===== src/rtl/divider_8bit_if.sv =====
// Start/operand/result bundle for the sequential restoring divider.
interface divider_8bit_if #(
    parameter int WIDTH = 8
);
    logic             start;
    logic [WIDTH-1:0] a;
    logic [WIDTH-1:0] b;
    logic [WIDTH-1:0] q;
    logic [WIDTH-1:0] r;
    logic             dz;
    logic             busy;
    logic             done;

    modport master (
        output start, a, b,
        input  q, r, dz, busy, done
    );

    modport slave (
        input  start, a, b,
        output q, r, dz, busy, done
    );
endinterface


===== src/rtl/divider_8bit.sv =====
// Unsigned restoring divider: one quotient bit per clock, divide-by-zero short-circuits to DONE.
//   state  | meaning
//   IDLE   | waiting for start; results held
//   RUN    | one restoring step per edge, down-counter tracks remaining steps
//   DONE   | results valid, done pulse for one cycle
module divider_8bit #(
    parameter int WIDTH = 8
) (
    input logic           clk,
    input logic           rst_n,
    divider_8bit_if.slave bus
);
    localparam int CW = $clog2(WIDTH + 1);

    typedef enum logic [1:0] {
        S_IDLE = 2'd0,
        S_RUN  = 2'd1,
        S_DONE = 2'd2
    } state_t;

    state_t           state_q, state_d;
    logic [WIDTH-1:0] quo_q, quo_d;
    logic [WIDTH:0]   rem_q, rem_d;
    logic [WIDTH-1:0] div_q, div_d;
    logic [CW-1:0]    cnt_q, cnt_d;
    logic [WIDTH-1:0] q_q, q_d;
    logic [WIDTH-1:0] r_q, r_d;
    logic             dz_q, dz_d;

    logic [WIDTH:0]   rem_sh;
    logic [WIDTH:0]   trial;
    logic             borrow;
    logic [WIDTH-1:0] quo_step;
    logic [WIDTH:0]   rem_step;

    // A set top remainder bit means the shifted value already exceeds any divisor.
    always_comb begin
        rem_sh   = {rem_q[WIDTH-1:0], quo_q[WIDTH-1]};
        trial    = rem_sh - {1'b0, div_q};
        borrow   = ~rem_q[WIDTH] & trial[WIDTH];
        quo_step = {quo_q[WIDTH-2:0], ~borrow};
        rem_step = borrow ? rem_sh : trial;
    end

    always_comb begin
        state_d = state_q;
        quo_d   = quo_q;
        rem_d   = rem_q;
        div_d   = div_q;
        cnt_d   = cnt_q;
        q_d     = q_q;
        r_d     = r_q;
        dz_d    = dz_q;
        case (state_q)
            S_IDLE: begin
                if (bus.start) begin
                    if (bus.b != '0) begin
                        quo_d   = bus.a;
                        div_d   = bus.b;
                        rem_d   = '0;
                        cnt_d   = CW'(WIDTH);
                        dz_d    = 1'b0;
                        state_d = S_RUN;
                    end else begin
                        q_d     = '1;
                        r_d     = bus.a;
                        dz_d    = 1'b1;
                        state_d = S_DONE;
                    end
                end
            end
            S_RUN: begin
                quo_d = quo_step;
                rem_d = rem_step;
                cnt_d = cnt_q - CW'(1);
                if (cnt_q == CW'(1)) begin
                    q_d     = quo_step;
                    r_d     = rem_step[WIDTH-1:0];
                    state_d = S_DONE;
                end
            end
            S_DONE:  state_d = S_IDLE;
            default: state_d = S_IDLE;
        endcase
    end

    always_ff @(posedge clk or negedge rst_n) begin
        if (!rst_n) begin
            state_q <= S_IDLE;
            quo_q   <= '0;
            rem_q   <= '0;
            div_q   <= '0;
            cnt_q   <= '0;
            q_q     <= '0;
            r_q     <= '0;
            dz_q    <= 1'b0;
        end else begin
            state_q <= state_d;
            quo_q   <= quo_d;
            rem_q   <= rem_d;
            div_q   <= div_d;
            cnt_q   <= cnt_d;
            q_q     <= q_d;
            r_q     <= r_d;
            dz_q    <= dz_d;
        end
    end

    assign bus.q    = q_q;
    assign bus.r    = r_q;
    assign bus.dz   = dz_q;
    assign bus.busy = (state_q != S_IDLE);
    assign bus.done = (state_q == S_DONE);
endmodule


===== src/flat_wrapper.sv =====
// flat-port wrapper written by rule: the top's interface ports become plain ports
module divider_8bit_flat 
#(
    parameter int WIDTH = 8
)
  (clk, rst_n, bus_start, bus_a, bus_b, bus_q, bus_r, bus_dz, bus_busy, bus_done);
  divider_8bit_if #(.WIDTH(WIDTH)) bus_i ();
  input logic clk;
  input logic rst_n;
  input wire logic [$bits(bus_i.start)-1:0] bus_start;
  input wire logic [$bits(bus_i.a)-1:0] bus_a;
  input wire logic [$bits(bus_i.b)-1:0] bus_b;
  output wire logic [$bits(bus_i.q)-1:0] bus_q;
  output wire logic [$bits(bus_i.r)-1:0] bus_r;
  output wire logic [$bits(bus_i.dz)-1:0] bus_dz;
  output wire logic [$bits(bus_i.busy)-1:0] bus_busy;
  output wire logic [$bits(bus_i.done)-1:0] bus_done;
  assign bus_i.start = bus_start;
  assign bus_i.a = bus_a;
  assign bus_i.b = bus_b;
  assign bus_q = bus_i.q;
  assign bus_r = bus_i.r;
  assign bus_dz = bus_i.dz;
  assign bus_busy = bus_i.busy;
  assign bus_done = bus_i.done;
  divider_8bit #(.WIDTH(WIDTH)) u_core (.clk(clk), .rst_n(rst_n), .bus(bus_i));
endmodule

===== config.mk =====
export PLATFORM = sky130hd
export DESIGN_NAME = divider_8bit_flat
export DESIGN_NICKNAME = d
export VERILOG_FILES = /design/src/rtl/divider_8bit_if.sv /design/src/rtl/divider_8bit.sv /design/src/flat_wrapper.sv
export SDC_FILE = /design/constraint.sdc
export NUM_CORES = 1
export LEC_CHECK = 0
export ABC_AREA = 1
export CAP_MARGIN = 20
export CORE_MARGIN = 2
export CORE_UTILIZATION = 40
export CTS_BUF_LIST = sky130_fd_sc_hd__clkbuf_4
export CTS_CLUSTER_DIAMETER = 100
export DETAILED_ROUTE_END_ITERATION = 6
export SLEW_MARGIN = 15
export SYNTH_ARGS = -nofsm -noshare
export SYNTH_HDL_FRONTEND = slang
export SYNTH_SLANG_ARGS = --single-unit

===== constraint.sdc =====
create_clock -name clk -period 4.9 [get_ports clk]
set_clock_uncertainty 0.2 [all_clocks]
set_input_delay 0.49 -clock clk [delete_from_list [all_inputs] [get_ports clk]]
set_output_delay 0.49 -clock clk [all_outputs]
set_load 0.03 [all_outputs]

==> results.py <==
metrics = {
    "route": {
        "vias": 2208,
        "drt_iter0_markers": 87,
        "vias_per_cell": 5.02,
        "post_drt_wl_per_cell_um": 13.1,
        "drt_wl_total_um": 5760,
        "remaining_drc_errors": 0,
        "drtAntennaViolNets": 0,
        "drt_first_pass_iters": 4,
    },
    "die": {
        "io_pins": 38,
        "die_area_um2": 7290,
        "fp.dieH_um": 85.4,
        "fp-row-count": 29,
        "dieWidth_um": 85.4,
        "start_util_pct": 41.5,
        "core_um2": 6390,
    },
    "synth": {
        "synth_seq_area_share_pct": 45.4,
        "yosysMostFrequentCell": "nand2_1",
        "synthDistinctLibCells": 34,
        "async_flop_share_pct": 100,
        "synth.avg_cell_area_um2": 8.10,
        "synth-edff-count": 0,
        "ys_warn_count": 0,
        "synthCells": 327,
        "synthFlopType": "dfrtp_1",
        "synth_top_cell_by_area": "dfrtp_1",
        "synthesis.area_um2": 2650,
        "synth_commonest_cells": "nand2_1, dfrtp_1, inv_1",
        "ys_seq_elements": 48,
        "synthesis.nets": 357,
        "yosysTopAreaCellShare_pct": 45.4,
        "synth_area_leaders": "dfrtp_1, nand2_1, inv_1",
    },
    "critical_path": {
        "critPathSlowestCell": "inv_2",
        "crit_path_cell_trace": "inv_2, nand2_1, inv_2, nor2_8, inv_2, nand2_1, a21oi_1, o21ai_0",
        "critPathMaxStageDelay_ps": 610,
        "end_kind": "flop",
        "cp_max_fo": 29,
        "required_ps": 4970,
        "startpoint_type": "flop",
        "crit_buf_inv": 3,
        "cp.arrival_ps": 2610,
        "cp_common_cell": "inv_2",
        "path_delay_family": "buffers and inverters",
        "criticalPathCategory": "flop to flop",
    },
    "clock_network": {
        "cts_setup_buffers": 0,
        "clk_pin_slew_ps": 150,
        "cts_hold_buf": 1,
        "clock_path_buffers": 2,
        "cts_root_buf": "clkbuf_4",
        "ctsResizeCount": 0,
        "cts_tree": "built",
        "clock_latency_ps": 370,
        "cts.sinks": 48,
        "cts_buffers": 5,
        "h-tree-depth": 2,
    },
    "timing": {
        "tns_ps": 0,
        "tightest_slew_ps": 812,
        "hold_violations": 0,
        "max_freq_ghz": 0.393,
        "drv_slew": 0,
        "setup_viol_count_final": 0,
        "relSlewSlack_pct": 45.8,
        "rsz0062_at_grt": "false",
        "hold_slack_ps": 308,
        "fin_crit_sh_pct": 51.9,
        "finalWorstSetupSlack_ps": 2360,
        "fin_crit_ps": 2540,
    },
    "place": {
        "gp_congestion": 0.832,
        "preCtsSetupSlack_ps": 2370,
        "port_buffers": 37,
        "hpwl_um": 4380,
    },
    "global_route": {
        "grt_usage_pct": 17.0,
        "grt-ovfl-total": 0,
        "grt_pass1_wl_um": 9840,
        "first_global_vias": 2079,
        "antenna_found_initial": 0,
        "grt_max_degree": 30,
    },
    "power_and_ir_drop": {
        "p_leak_uw": 0.00150,
        "ir_drop_uv": 286,
        "power.density_cell_area_nw_per_um2": 703,
        "p_total_uw": 2190,
    },
    "flow_run": {
        "maxCapViolCount": 0,
    },
    "final_layout": {
        "final_util_pct": 48.8,
        "layout-drive-gt1-share_pct": 7.99,
        "n_antenna_cell": 0,
        "nets": 392,
        "area_growth_pct": 17.7,
    },
    "worst_hold_path": {
        "min_path_type": "flop to flop",
    },
    "outcome": {
        "outcome": "finished clean",
    },
}
## through the flow
stage	area (um2)	instances
3_3_place_gp	3030	430
3_5_place_dp	3050	431
6_report	3120	440
2_1_floorplan	2650	327
5_1_grt	3120	440
4_1_cts	3120	440
## registers in the layout, indices dropped and copies added (netlist names)
name / count
u_core.div_q: 8
u_core.quo_q: 8
u_core.bus.dz: 1
u_core.bus.r: 8
u_core.bus.q: 8
u_core.cnt_q: 4
u_core.rem_q: 9
u_core.state_q: 2
## kinds of logic (layout without fill, tap and decap cells)
group,after synthesis,after routing,synth area share [%]
fa+ha+maj,11,11,5.48
simple gates,153,153,27.0
mux,1,1,0.425
compound gates,53,53,10.8
xor+xnor,4,4,1.32
flops,48,48,45.4
buf+inv,57,93,9.59
## layout make-up
cell class	instances	area, um2
Clock inverter	3	18.8
Sequential cell	48	1200
Fill cell	640	3270
Inverter	46	175
Tap cell	77	96.3
Timing Repair Buffer	39	395
Clock buffer	5	37.5
Multi-Input combinational cell	222	1190
## cells in the final DEF (no fill, tap or decap), types with 2 or more instances in the layout
cell type | Yosys | final
or2_2 | 6 | 6
clkbuf_4 | 0 | 5
o211ai_1 | 2 | 2
nand4_1 | 8 | 8
a31oi_1 | 8 | 8
clkinvlp_4 | 0 | 2
ha_1 | 10 | 10
nor2_1 | 20 | 20
xor2_1 | 3 | 3
inv_2 | 3 | 3
nor2_4 | 2 | 2
inv_1 | 42 | 42
o21ai_0 | 25 | 25
nand2_2 | 2 | 2
nand2_1 | 74 | 74
or2_0 | 3 | 3
a21oi_1 | 15 | 15
nand3_1 | 31 | 31
dfrtp_1 | 48 | 48
clkdlybuf4s50_1 | 0 | 36
## power by group
| part | internal [uW] | switching, uW |
|---|---|---|
| logic | 486 | 866 |
| clock network | 54.3 | 132 |
| registers | 570 | 82.6 |
| total | 1110 | 1080 |
## routing by layer
metal	GRT usage, %	up-vias	share of wire [%]
met4	4.91	0	1.9
met3	3.31	11	2.6
met2	26.9	33	47
met1	23.7	1033	49
li1	-	1131	-
met5	0	-	0
## path summary, 6_finish.rpt
check | cells after the start | start | endpoint | slack (ps)
setup / recovery | 8 | u_core.state_q[1] | u_core.cnt_q[3] | 2360
hold / removal | 1 | u_core.cnt_q[3] | u_core.cnt_q[3] | 310
setup reg to reg | 8 | u_core.state_q[1] | u_core.cnt_q[3] | 2360
hold reg to reg | 1 | u_core.cnt_q[3] | u_core.cnt_q[3] | 310
max in group asynchronous | 3 | rst_n | u_core.rem_q[4] | 3570
min in group asynchronous | 2 | rst_n | u_core.cnt_q[2] | 400
Power figures use the tool's default switching activity.
